**src/rtl/mult_seq_pkg.sv**
```systemverilog
// Shared types for the repeated-addition multiplier controller:
// state encoding, decoder one-hot constants and the state-to-strobe decode.
package mult_seq_pkg;

    typedef enum logic [2:0] {
        IDLE   = 3'd0,
        LOAD_A = 3'd1,
        LOAD_B = 3'd2,
        CHECK  = 3'd3,
        ADD    = 3'd4,
        DONE   = 3'd5,
        ERR    = 3'd6
    } state_e;

    localparam logic [2:0] HSEL_NONE = 3'b000;
    localparam logic [2:0] HSEL_A    = 3'b001;
    localparam logic [2:0] HSEL_B    = 3'b010;
    localparam logic [2:0] HSEL_P    = 3'b100;

    typedef struct packed {
        logic       ld_a;
        logic       ld_b;
        logic       ld_p;
        logic       clr_p;
        logic       dec_b;
        logic       mux_sel;
        logic [2:0] hsel;
        logic       busy;
        logic       done;
    } strobe_t;

    // Moore decode; unused encodings behave like IDLE (everything low).
    function automatic strobe_t decode_state(input state_e st);
        strobe_t s;
        s = strobe_t'(11'd0);
        case (st)
            IDLE: begin
                s = strobe_t'(11'd0);
            end
            LOAD_A: begin
                s.ld_a  = 1'b1;
                s.clr_p = 1'b1;
                s.hsel  = HSEL_A;
                s.busy  = 1'b1;
            end
            LOAD_B: begin
                s.ld_b = 1'b1;
                s.hsel = HSEL_B;
                s.busy = 1'b1;
            end
            CHECK: begin
                s.busy = 1'b1;
            end
            ADD: begin
                s.ld_p    = 1'b1;
                s.dec_b   = 1'b1;
                s.mux_sel = 1'b1;
                s.hsel    = HSEL_P;
                s.busy    = 1'b1;
            end
            DONE, ERR: begin
                s.done = 1'b1;
                s.busy = 1'b1;
            end
            default: begin
                s = strobe_t'(11'd0);
            end
        endcase
        return s;
    endfunction

endpackage

```
**src/rtl/mult_seq_controller_if.sv**
```systemverilog
// Handshake and datapath-strobe bundle between the multiplier controller
// (master) and the PIPO/MUX/decoder datapath plus requester (slave).
interface mult_seq_controller_if;
    logic       start;
    logic       eqz;
    logic       ld_a;
    logic       ld_b;
    logic       ld_p;
    logic       clr_p;
    logic       dec_b;
    logic       mux_sel;
    logic [2:0] hsel;
    logic       busy;
    logic       done;
    logic       err;

    modport master (
        input  start, eqz,
        output ld_a, ld_b, ld_p, clr_p, dec_b, mux_sel, hsel, busy, done, err
    );

    modport slave (
        output start, eqz,
        input  ld_a, ld_b, ld_p, clr_p, dec_b, mux_sel, hsel, busy, done, err
    );
endinterface

```
**src/rtl/mult_seq_controller.sv**
```systemverilog
// Control FSM sequencing load A, load B, then add-and-decrement until B == 0,
// with a start/done handshake and a sticky abort after MAX_ITER additions.
module mult_seq_controller
    import mult_seq_pkg::*;
#(
    parameter int                 CNT_W    = 16,
    parameter logic [CNT_W-1:0]   MAX_ITER = {CNT_W{1'b1}}
) (
    input  logic                  clk,
    input  logic                  rst,
    mult_seq_controller_if.master bus
);

    state_e            state_r;
    state_e            next_state_s;
    logic [CNT_W-1:0]  iter_cnt_r;
    strobe_t           strobe_r;
    logic              err_r;

    // Next-state selection; start and eqz only influence the registered state.
    always_comb begin
        next_state_s = IDLE;
        case (state_r)
            IDLE: begin
                if (bus.start) begin
                    next_state_s = LOAD_A;
                end else begin
                    next_state_s = IDLE;
                end
            end
            LOAD_A: next_state_s = LOAD_B;
            LOAD_B: next_state_s = CHECK;
            CHECK: begin
                if (bus.eqz) begin
                    next_state_s = DONE;
                end else if (iter_cnt_r == MAX_ITER) begin
                    next_state_s = ERR;
                end else begin
                    next_state_s = ADD;
                end
            end
            ADD:     next_state_s = CHECK;
            DONE:    next_state_s = IDLE;
            ERR:     next_state_s = IDLE;
            default: next_state_s = IDLE;
        endcase
    end

    // State register plus strobes pre-decoded from the next state, so the
    // outputs are flops that always match the decode of state_r.
    always_ff @(posedge clk or posedge rst) begin
        if (rst) begin
            state_r  <= IDLE;
            strobe_r <= strobe_t'(11'd0);
        end else begin
            state_r  <= next_state_s;
            strobe_r <= decode_state(next_state_s);
        end
    end

    // Sticky abort flag: raised on entry to ERR, cleared on entry to LOAD_A.
    always_ff @(posedge clk or posedge rst) begin
        if (rst) begin
            err_r <= 1'b0;
        end else if (next_state_s == LOAD_A) begin
            err_r <= 1'b0;
        end else if (next_state_s == ERR) begin
            err_r <= 1'b1;
        end else begin
            err_r <= err_r;
        end
    end

    // Iteration counter; CHECK diverts to ERR at MAX_ITER, so it never wraps.
    always_ff @(posedge clk or posedge rst) begin
        if (rst) begin
            iter_cnt_r <= {CNT_W{1'b0}};
        end else if (state_r == LOAD_A) begin
            iter_cnt_r <= {CNT_W{1'b0}};
        end else if (state_r == ADD) begin
            iter_cnt_r <= iter_cnt_r + {{(CNT_W-1){1'b0}}, 1'b1};
        end else begin
            iter_cnt_r <= iter_cnt_r;
        end
    end

    assign bus.ld_a    = strobe_r.ld_a;
    assign bus.ld_b    = strobe_r.ld_b;
    assign bus.ld_p    = strobe_r.ld_p;
    assign bus.clr_p   = strobe_r.clr_p;
    assign bus.dec_b   = strobe_r.dec_b;
    assign bus.mux_sel = strobe_r.mux_sel;
    assign bus.hsel    = strobe_r.hsel;
    assign bus.busy    = strobe_r.busy;
    assign bus.done    = strobe_r.done;
    assign bus.err     = err_r;

endmodule

```
**src/flat_wrapper.sv**
```systemverilog
// flat-port wrapper written by rule: the top's interface ports become plain ports
module mult_seq_controller_flat import mult_seq_pkg::*;
#(
    parameter int                 CNT_W    = 16,
    parameter logic [CNT_W-1:0]   MAX_ITER = {CNT_W{1'b1}}
)
  (clk, rst, bus_start, bus_eqz, bus_ld_a, bus_ld_b, bus_ld_p, bus_clr_p, bus_dec_b, bus_mux_sel, bus_hsel, bus_busy, bus_done, bus_err);
  mult_seq_controller_if bus_i ();
  input  logic clk;
  input  logic rst;
  input wire logic [$bits(bus_i.start)-1:0] bus_start;
  input wire logic [$bits(bus_i.eqz)-1:0] bus_eqz;
  output wire logic [$bits(bus_i.ld_a)-1:0] bus_ld_a;
  output wire logic [$bits(bus_i.ld_b)-1:0] bus_ld_b;
  output wire logic [$bits(bus_i.ld_p)-1:0] bus_ld_p;
  output wire logic [$bits(bus_i.clr_p)-1:0] bus_clr_p;
  output wire logic [$bits(bus_i.dec_b)-1:0] bus_dec_b;
  output wire logic [$bits(bus_i.mux_sel)-1:0] bus_mux_sel;
  output wire logic [$bits(bus_i.hsel)-1:0] bus_hsel;
  output wire logic [$bits(bus_i.busy)-1:0] bus_busy;
  output wire logic [$bits(bus_i.done)-1:0] bus_done;
  output wire logic [$bits(bus_i.err)-1:0] bus_err;
  assign bus_i.start = bus_start;
  assign bus_i.eqz = bus_eqz;
  assign bus_ld_a = bus_i.ld_a;
  assign bus_ld_b = bus_i.ld_b;
  assign bus_ld_p = bus_i.ld_p;
  assign bus_clr_p = bus_i.clr_p;
  assign bus_dec_b = bus_i.dec_b;
  assign bus_mux_sel = bus_i.mux_sel;
  assign bus_hsel = bus_i.hsel;
  assign bus_busy = bus_i.busy;
  assign bus_done = bus_i.done;
  assign bus_err = bus_i.err;
  mult_seq_controller #(.CNT_W(CNT_W), .MAX_ITER(MAX_ITER)) u_core (.clk(clk), .rst(rst), .bus(bus_i));
endmodule
```
**config.mk**
```make
export PLATFORM = sky130hd
export DESIGN_NAME = mult_seq_controller_flat
export DESIGN_NICKNAME = d
export VERILOG_FILES = /design/src/rtl/mult_seq_pkg.sv /design/src/rtl/mult_seq_controller_if.sv /design/src/rtl/mult_seq_controller.sv /design/src/flat_wrapper.sv
export SDC_FILE = /design/constraint.sdc
export NUM_CORES = 1
export LEC_CHECK = 0
export CAP_MARGIN = 20
export CORE_MARGIN = 3
export CORE_UTILIZATION = 58
export CTS_BUF_LIST = sky130_fd_sc_hd__clkbuf_16
export DETAILED_ROUTE_END_ITERATION = 8
export GPL_TIMING_DRIVEN = 0
export PLACE_DENSITY = 0.82
export SKIP_CTS_REPAIR_TIMING = 1
export SLEW_MARGIN = 0
export SYNTH_ARGS = -nofsm -noshare
export SYNTH_HDL_FRONTEND = slang
export SYNTH_SLANG_ARGS = --single-unit
```
**constraint.sdc**
```tcl
create_clock -name clk -period 4 [get_ports clk]
set_clock_uncertainty 0.05 [all_clocks]
set_input_delay 0.6 -clock clk [delete_from_list [all_inputs] [get_ports clk]]
set_output_delay 0.6 -clock clk [all_outputs]
set_load 0.01 [all_outputs]
```
==> run metrics, run 1 <==
status finished clean; Register Area 700.7 um^2; # fillers 139; final period utilization 0.4818; Yosys warning count 0; critical path fanouts, max 3; sw frac 0.3548; Worst-Margin Slew 0.6570 ns; fraction of registers with async set/reset 1.000; Pwr Density 608.1 nW/um^2; min cycle time layout 1.927 ns; Port Buffers 15; final setup TNS 0 ns; first-pass GRT wire length 4.574 mm; DR WL/cell 15.24 um; grt ovf 0; sequential fraction of the synthesis area 0.5180; post-synth top area share 0.5180; Inserted Clock Buffers 3; HP Start u_core.iter_cnt_r[10]; Skew-Pair Late Insertion Delay 0.26 ns; Post-Synthesis Net Count 144; antenna-violating nets left 0; Setup crit start u_core.bus.dec_b; ANT cells 0; vias per cell 5.715; Worst-path clk slew 0.07 ns; dominant cells by area after synthesis dfrtp_1 (52%), mux2i_1 (7.4%), nand2_1 (5.3%); top post-synthesis cells by count dfrtp_1 (28), nand2_1 (19), o21ai_0 (11), inv_1 (10), mux2i_1 (10); GPL Wtd Cong 0.8692; Internal Power 644.5 uW; # setup viols final 0; Die W 54.29 um; CTS Buffer Depth 2; via count 1,063; H-tree Lvls 1; Clk pwr share 0.227; Comb pwr share 0.390; Yosys top cell by area dfrtp_1; post-detail-place hpwl 1.928 mm; I/O pins 16; post-synthesis cell count 139; Hold Crit Class reg -> reg; vias in the first global route 991; CP required 3.35 ns; CP Capture Type primary output; row count 16; Layout area overhead 21.46%; DRC 0; Avg Cell Area, Syn 9.731 um^2; max-cap viol count 0; layout cells sized above 1 0.09434; Iteration-0 DRC Markers 27; initial antenna violation count 0; WS Path Type reg -> out; largest net degree at the start of global routing 29; post-synthesis cell area 1353 um^2; Peak Freq 0.5189 GHz; die area 2947 um^2; register bit total from synthesis 28; main flop type after synthesis dfrtp_1; P_sw 354.4 uW; r2r startpoint u_core.iter_cnt_r[1]; normalized max-slew margin 0.5574; count leader, synth dfrtp_1; worst path arrival time 1.28 ns; Final Hold Vio Count 0; Total GRT Usage 0.2243; unrepaired setup endpoints after global routing false; clk root buf clkbuf_16; CTS tree done; final wirelength 2.835 mm; final net count 165; Setup crit start kind flip-flop; core area 2082 um^2; sequential power share 0.383; clk sinks 28; Min Hold Slack 0.4269 ns; Max IR drop VDD 0.4486 mV; multi-input combinational cell area 558.0 um^2; router iterations before antenna repair 4; Leak Pwr 0.0007933 uW; Netlist cell types 33; Initial Utilization 0.6496; max-slew violations 0; Die H 54.29 um; number of synthesized flops with an enable pin 0
[power by group through the flow]
stage / clock, uW / combinational [uW] / sequential [uW]
2_1_floorplan: 0 / 218 / 394
3_3_place_gp: 0 / 362 / 383
3_5_place_dp: 0 / 377 / 387
4_1_cts: 230 / 384 / 382
5_1_grt: 242 / 426 / 388
6_report: 226 / 390 / 383
[stage by stage]
| step | setup slack (ns) | std cells | power [uW] | util | area (um^2) |
|---|---|---|---|---|---|
| after floorplan | 2.525 | 139 | 612.3 | - | 1353 |
| after global placement | 2.101 | 181 | 745.2 | 0.7380 | 1536 |
| after detailed placement | 2.065 | 181 | 763.8 | 0.7380 | 1536 |
| after CTS | 2.056 | 185 | 996.0 | 0.7758 | 1615 |
| after global routing | 2.038 | 186 | 1056 | 0.7891 | 1643 |
| final | 2.073 | 186 | 999.0 | 0.7891 | 1643 |
[area by class of cell]
class / count / share of cell area
plain buffers: 9 / 0.03427
clock buffers: 3 / 0.04570
clock inverters: 1 / 0.002285
inverters: 10 / 0.02285
well taps: 27 / 0.02056
flip-flops and latches: 28 / 0.4265
multi-input cells: 92 / 0.3397
repair buffers: 16 / 0.1081
[logic make-up after synthesis]
kind of cell	count (synthesis)	share of synthesized area
mux	10	0.07401
simple gates	57	0.2276
buf+inv	19	0.06938
compound gates	24	0.1018
fa+ha+maj	1	0.009249
flops	28	0.5180
[worst max-delay path, cell delays in order (launching register included)]
cell             delay [ns]
dfrtp_1                0.36
buf_4                  0.11
clkdlybuf4s50_1        0.54
[flip-flops by register name (all words and copies together), names as in the netlist]
| signal | count |
|---|---|
| u_core.iter_cnt_r | 16 |
| u_core.bus.hsel | 3 |
| u_core.state_r | 3 |
| u_core.bus.busy | 1 |
| u_core.bus.dec_b | 1 |
| u_core.bus.done | 1 |
| u_core.bus.err | 1 |
| u_core.bus.ld_a | 1 |
| u_core.bus.ld_b | 1 |
[path summary, 6_finish.rpt]
kind | to | depth (start not counted) | slack [ns]
worst min register to register | u_core.iter_cnt_r[10] | 1 | 0.43
worst max register to register | u_core.iter_cnt_r[8] | 4 | 2.30
min in group asynchronous | u_core.iter_cnt_r[14] | 2 | 0.51
max in group asynchronous | u_core.bus.done | 3 | 3.00
worst max-delay path | bus_mux_sel | 2 | 2.07
worst min-delay path | u_core.iter_cnt_r[10] | 1 | 0.43
[routing by layer]
metal  vias to the layer above  track usage  part of all wire
met4                         0      0.09959             0.022
li1                        517            -                 -
met2                        26       0.3665              0.52
met1                       511       0.2877              0.42
met5                         -            0                 0
met3                         9      0.04360             0.039
[cell usage in the layout (no fill, tap or decap), drive strengths merged, types with 2 or more instances in the layout]
master | netlist | final
dfrtp | 28 | 28
nand4 | 4 | 4
mux2i | 10 | 10
nand3 | 8 | 8
inv | 10 | 10
clkdlybuf4s50 | 0 | 15
and3 | 5 | 5
clkbuf | 2 | 5
nor3b | 2 | 2
nor3 | 5 | 5
buf | 7 | 8
a21oi | 6 | 6
nor2 | 8 | 8
o21ai | 12 | 12
nand2 | 19 | 19
(Power assumes the default switching activity.)
==> run 2: changes to the inputs <==
--- a/config.mk
+++ b/config.mk
@@ -7,11 +7,11 @@
 export LEC_CHECK = 0
 export CAP_MARGIN = 20
 export CORE_MARGIN = 3
-export CORE_UTILIZATION = 58
+export CORE_UTILIZATION = 54
 export CTS_BUF_LIST = sky130_fd_sc_hd__clkbuf_16
 export DETAILED_ROUTE_END_ITERATION = 8
 export GPL_TIMING_DRIVEN = 0
-export PLACE_DENSITY = 0.82
+export PLACE_DENSITY = 0.77
 export SKIP_CTS_REPAIR_TIMING = 1
 export SLEW_MARGIN = 0
 export SYNTH_ARGS = -nofsm -noshare
==> constraint.sdc (replaced) <==
create_clock -name clk -period 1.85 [get_ports clk]
set_clock_uncertainty 0.05 [all_clocks]
set_input_delay 0.2775 -clock clk [delete_from_list [all_inputs] [get_ports clk]]
set_output_delay 0.2775 -clock clk [all_outputs]
set_load 0.01 [all_outputs]
==> run 2 against run 1 <==
Compared with the run above:
- clock power up 110%
- core utilization is 7.1 points lower
- global-route usage down 4.1 points
- via count grew 0.28%
- design area is 0.38% higher
- critical endpoint is now u_core.iter_cnt_r[8]
- sequential share of layout area fell by 0.16 points
- critical path depth up 2
- combinational power up 110%
- register-to-register slack got worse by 2.1 ns
==> run metrics, run 2 (synthesis gave the netlist of run 1 again) <==
most common cell after layout, fill and taps aside dfrtp_1; Max IR drop VDD 0.9795 mV (+120%); WS Path Type reg -> reg; unrepaired setup endpoints after global routing false; critical path fanouts, max 5 (+2); ANT cells 0 (unchanged); final net count 165 (unchanged); Hold Crit Class in -> async; register name with the most flops u_core.iter_cnt_r; GR peak layer met2; vias per cell 5.701 (-0.25%); grt ovf 0 (unchanged); Crit-path slowest cell dfrtp_1; met2 Track Usage GR 0.2922 (-0.07438); final setup TNS 0 ns (unchanged); most frequent cells in the layout dfrtp_1 (28), nand2_1 (19), clkdlybuf4s50_1 (15); Setup crit start u_core.iter_cnt_r[0]; final period utilization 0.9157; min cycle time layout 1.694 ns; worst path bufs/invs 0 (-2); H-tree Lvls 1 (unchanged); vias in the first global route 966 (-2.5%); row count 17 (+1); Total GRT Usage 0.1838 (-0.04053); Worst-path clk slew 0.06 ns (about the same); clk root buf clkbuf_16; CP Capture Type flip-flop; Final Hold Vio Count 0 (unchanged); Final Total Pwr 2135 uW (+110%); Leak Pwr 0.0007933 uW (about the same); max reg flops 16 (unchanged); largest net degree at the start of global routing 29 (unchanged); router iterations before antenna repair 4 (unchanged); Die W 56.05 um (+3.2%); CP max stage delay 0.43 ns (-0.11 ns); Skew-Pair Late Insertion Delay 0.26 ns (about the same); GPL Wtd Cong 0.8655 (-0.43%); Port Buffers 15 (unchanged); Worst-Margin Slew 0.4962 ns (-0.1607 ns); max-cap viol count 0 (unchanged); layout cells sized above 1 0.1006 (+0.006289); first-pass GRT wire length 4.609 mm (+0.77%); DR WL/cell 14.35 um (-5.8%); CTS Buffer Depth 2 (unchanged); normalized max-slew margin 0.6657 (+0.1083); antenna-violating nets left 0 (unchanged); delay-heaviest family, CP simple AND/OR/NAND/NOR gates; via count 1,066 (+0.28%); Pwr Density 1295 nW/um^2 (+110%); die area 3141 um^2 (+6.6%); Die H 56.05 um (+3.2%); r2r startpoint u_core.iter_cnt_r[0]; max-slew violations 0 (unchanged); # setup viols final 0 (unchanged); Iteration-0 DRC Markers 34 (+26%); Initial Utilization 0.5888 (-0.06086); CTS tree done; CP required 1.96 ns (-1.39 ns); initial antenna violation count 0 (unchanged); core area 2297 um^2 (+10%); I/O pins 16 (unchanged); Setup crit start kind flip-flop; met3 GRT Util 0.01624 (-0.02736); met1 usage 0.2618 (-0.02591); final wirelength 2.684 mm (-5.3%); # fillers 174 (+25%); Final Worst Setup Slack 0.1559 ns (-1.917 ns); critical path, cell by cell ha_1, nand4_1, or3_1, o311ai_1; worst path arrival time 1.80 ns (+0.52 ns); clk sinks 28 (unchanged); Layout area overhead 21.92%; Peak Freq 0.5903 GHz; Inserted Clock Buffers 3 (unchanged); pre-CTS setup slack 0.2189 ns (-1.846 ns); DRC 0 (unchanged); status finished clean; post-detail-place hpwl 1.983 mm (+2.9%)
run 2: cell counts in the layout (fill, tap and decap cells not counted):
Identical to the previous run, type by type.
run 2: per-layer routing:
| layer | wire [um] | part of all wire |
|---|---|---|
| met5 | 0 | 0 |
| met4 | 25 | 0.0093 |
| met3 | 116 | 0.043 |
| met2 | 1337 | 0.50 |
| met1 | 1205 | 0.45 |
run 2: layout make-up:
cell class / count / area (um^2) / share of cell area
tap: 28 / 35.03 / 0.02124
buffer: 9 / 56.30 / 0.03414
clock inverter: 1 / 3.754 / 0.002276
timing repair buffer: 16 / 177.7 / 0.1077
inverter: 10 / 37.54 / 0.02276
sequential: 28 / 700.7 / 0.4249
clock buffer: 3 / 75.07 / 0.04552
multi-input combinational: 92 / 563.0 / 0.3414
run 2: worst paths after layout:
kind / to / slack [ns] / cells after the start
max in group asynchronous: u_core.iter_cnt_r[6] / 1.01 / 3
min in group clk: u_core.iter_cnt_r[12] / 0.43 / 1
max reg2reg: u_core.iter_cnt_r[8] / 0.16 / 4
min: u_core.iter_cnt_r[10] / 0.29 / 2
max: u_core.iter_cnt_r[8] / 0.16 / 4
min reg2reg: u_core.iter_cnt_r[12] / 0.43 / 1
run 2: stage by stage:
stage	util	hold slack (ns)	area, um^2	std cells
2_1_floorplan	-	0.2929	1353	139
3_3_place_gp	0.6694	0.4054	1538	182
3_5_place_dp	0.6694	0.4199	1538	182
4_1_cts	0.7037	0.4286	1617	186
5_1_grt	0.7179	0.3554	1649	187
6_report	0.7179	0.2917	1649	187
run 2: where the power goes:
| part | internal, uW | total, uW | switching, uW |
|---|---|---|---|
| Sequential | 736 | 829 | 92.2 |
| Combinational | 367 | 825 | 459 |
| Clock | 289 | 481 | 192 |
| Total | 1390 | 2140 | 743 |
==> run 3: changes to the inputs <==
--- a/config.mk
+++ b/config.mk
@@ -6,12 +6,14 @@
 export NUM_CORES = 1
 export LEC_CHECK = 0
 export CAP_MARGIN = 20
+export CELL_PAD_IN_SITES_DETAIL_PLACEMENT = 1
+export CELL_PAD_IN_SITES_GLOBAL_PLACEMENT = 1
 export CORE_MARGIN = 3
-export CORE_UTILIZATION = 54
+export CORE_UTILIZATION = 42
 export CTS_BUF_LIST = sky130_fd_sc_hd__clkbuf_16
 export DETAILED_ROUTE_END_ITERATION = 8
 export GPL_TIMING_DRIVEN = 0
-export PLACE_DENSITY = 0.77
+export PLACE_DENSITY_LB_ADDON = 0.1
 export SKIP_CTS_REPAIR_TIMING = 1
 export SLEW_MARGIN = 0
 export SYNTH_ARGS = -nofsm -noshare
==> run 3 against run 2 <==
Compared with the run above:
- fmax decreased by 1.0%
- register-to-register slack worse by 0.02 ns
- non-clock buffer count did not move
- routed wire length increased by 15%
- clock power decreased by 1%
- worst hold slack worse by 0.030 ns
- sequential share of layout area is 0.18 points lower
- combinational power rose by 2%
- power rose by 0.75%
==> run metrics, run 3 (synthesis gave the netlist of run 1 again) <==
unrepaired setup endpoints after global routing false; min cycle time layout 1.711 ns (+0.01724 ns); final period utilization 0.9250 (+0.009319); max reg flops 16 (unchanged); delay-heaviest family, CP simple AND/OR/NAND/NOR gates; final setup TNS 0 ns (unchanged); Comb pwr share 0.392 (+0.005); worst path bufs/invs 1 (+1); Die W 62.75 um (+12%); CP Capture Type flip-flop; die area 3938 um^2 (+25%); row count 19 (+2); Peak Freq 0.5844 GHz (-1.0%); CTS tree done; Port Buffers 15 (unchanged); Leak Pwr 0.0007903 uW (-0.37%); most frequent cells in the layout dfrtp_1 (27), nand2_1 (19), clkdlybuf4s50_1 (15); initial antenna violation count 0 (unchanged); grt ovf 0 (unchanged); largest net degree at the start of global routing 29 (unchanged); Pwr Density 1297 nW/um^2 (+0.15%); Final Hold Vio Count 0 (unchanged); WS Path Type reg -> reg; Layout area overhead 22.66%; Inserted Clock Buffers 3 (unchanged); ANT cells 0 (unchanged); CP max stage delay 0.36 ns (-0.07 ns); Hold Crit Class in -> async; Clk pwr share 0.220 (-0.005); Worst-path clk slew 0.07 ns (about the same); vias per cell 5.365 (-5.9%); most common cell after layout, fill and taps aside dfrtp_1; Iteration-0 DRC Markers 22 (-35%); max-cap viol count 0 (unchanged); Crit-path slowest cell clkbuf_1; P_sw 758.5 uW (+2.1%); DR WL/cell 15.42 um (+7.4%); clk sinks 28 (unchanged); critical path, cell by cell clkbuf_1, nand3b_1, nor2_1, nand4_1, and3_1; antenna-violating nets left 0 (unchanged); final wirelength 3.083 mm (+15%); I/O pins 16 (unchanged); status finished clean; Max IR drop VDD 0.7230 mV (-26%); critical path fanouts, max 10 (+5); CTS Buffer Depth 2 (unchanged); Initial Utilization 0.4664 (-0.1224); sw frac 0.3525 (+0.004675); core area 2900 um^2 (+26%); layout cells sized above 1 0.1013 (+0.0006369); via count 1,073 (+0.66%); clk root buf clkbuf_16; Total GRT Usage 0.1713 (-0.01251); Min Hold Slack 0.2616 ns (-0.03013 ns); Setup crit start kind flip-flop; Internal Power 1393 uW (about the same); Skew-Pair Late Insertion Delay 0.26 ns (about the same); GPL Wtd Cong 0.7835 (-9.5%); CP required 1.94 ns (-0.02 ns); Worst-Margin Slew 0.4854 ns (-0.01081 ns); first-pass GRT wire length 5.278 mm (+15%); vias in the first global route 1,076 (+11%); max-slew violations 0 (unchanged); normalized max-slew margin 0.6730 (+0.007285); worst path arrival time 1.80 ns (about the same); router iterations before antenna repair 4 (unchanged); DRC 0 (unchanged); final net count 165 (unchanged); Design Area, Final 1659 um^2 (+0.61%); # setup viols final 0 (unchanged); register name with the most flops u_core.iter_cnt_r; post-detail-place hpwl 2.298 mm (+16%); Die H 62.75 um (+12%); H-tree Lvls 1 (unchanged); sequential power share 0.387 (about the same); Placed Area 1555 um^2 (+1.1%)
[run 3: changes by cell type in the layout (fill, tap and decap cells not counted), sizes merged]
| cell | previous run | this run |
|---|---|---|
| clkinv | 1 | 0 |
[run 3: power by group through the flow]
stage               combinational [uW]  clock, uW  sequential [uW]
floorplan                          471          0              853
global placement                   807          0              831
detailed placement                 846          0              843
CTS                                849        489              833
global route                       938        514              857
finish                             844        474              833
[run 3: layout make-up]
type                       instances  area, um^2
fill                             336        1241
tap                               42       52.55
multi-input combinational         92       558.0
sequential                        28       701.9
timing repair buffer              16       177.7
inverter                          10       37.54
buffer                             9       56.30
clock buffer                       3       75.07
[run 3: worst reg2reg max path, delay by kind of cell (launching register included)]
kind	cells	cell delay [ns]
buf+inv	1	0.36
simple gates	4	0.85
flops	1	0.34
[run 3: worst paths after layout]
| path | startpoint | end | slack [ns] | depth (start not counted) |
|---|---|---|---|---|
| max | u_core.state_r[1] | u_core.bus.hsel[2] | 0.14 | 5 |
| min | rst | u_core.iter_cnt_r[10] | 0.26 | 2 |
| max reg2reg | u_core.state_r[1] | u_core.bus.hsel[2] | 0.14 | 5 |
| min reg2reg | u_core.iter_cnt_r[15] | u_core.iter_cnt_r[15] | 0.43 | 1 |
| max in group asynchronous | rst | u_core.iter_cnt_r[0] | 1.04 | 3 |
| min in group clk | u_core.iter_cnt_r[15] | u_core.iter_cnt_r[15] | 0.43 | 1 |
[run 3: stage by stage]
stage / power, uW / util / instances / setup WS [ns]
2_1_floorplan: 1324 / - / 139 / 0.3752
3_3_place_gp: 1638 / 0.5362 / 196 / 0.1863
3_5_place_dp: 1689 / 0.5362 / 196 / 0.1560
4_1_cts: 2171 / 0.5621 / 199 / 0.1323
5_1_grt: 2309 / 0.5720 / 200 / 0.01217
6_report: 2152 / 0.5720 / 200 / 0.1387
[run 3: routing by layer]
layer  vias to the layer above  global-route usage  wire (um)
met5                         -                   0          0
met4                         0             0.04959         18
met3                         2             0.01978         99
met2                        21              0.2983       1543
met1                       533              0.2231       1421
li1                        517                   -          -
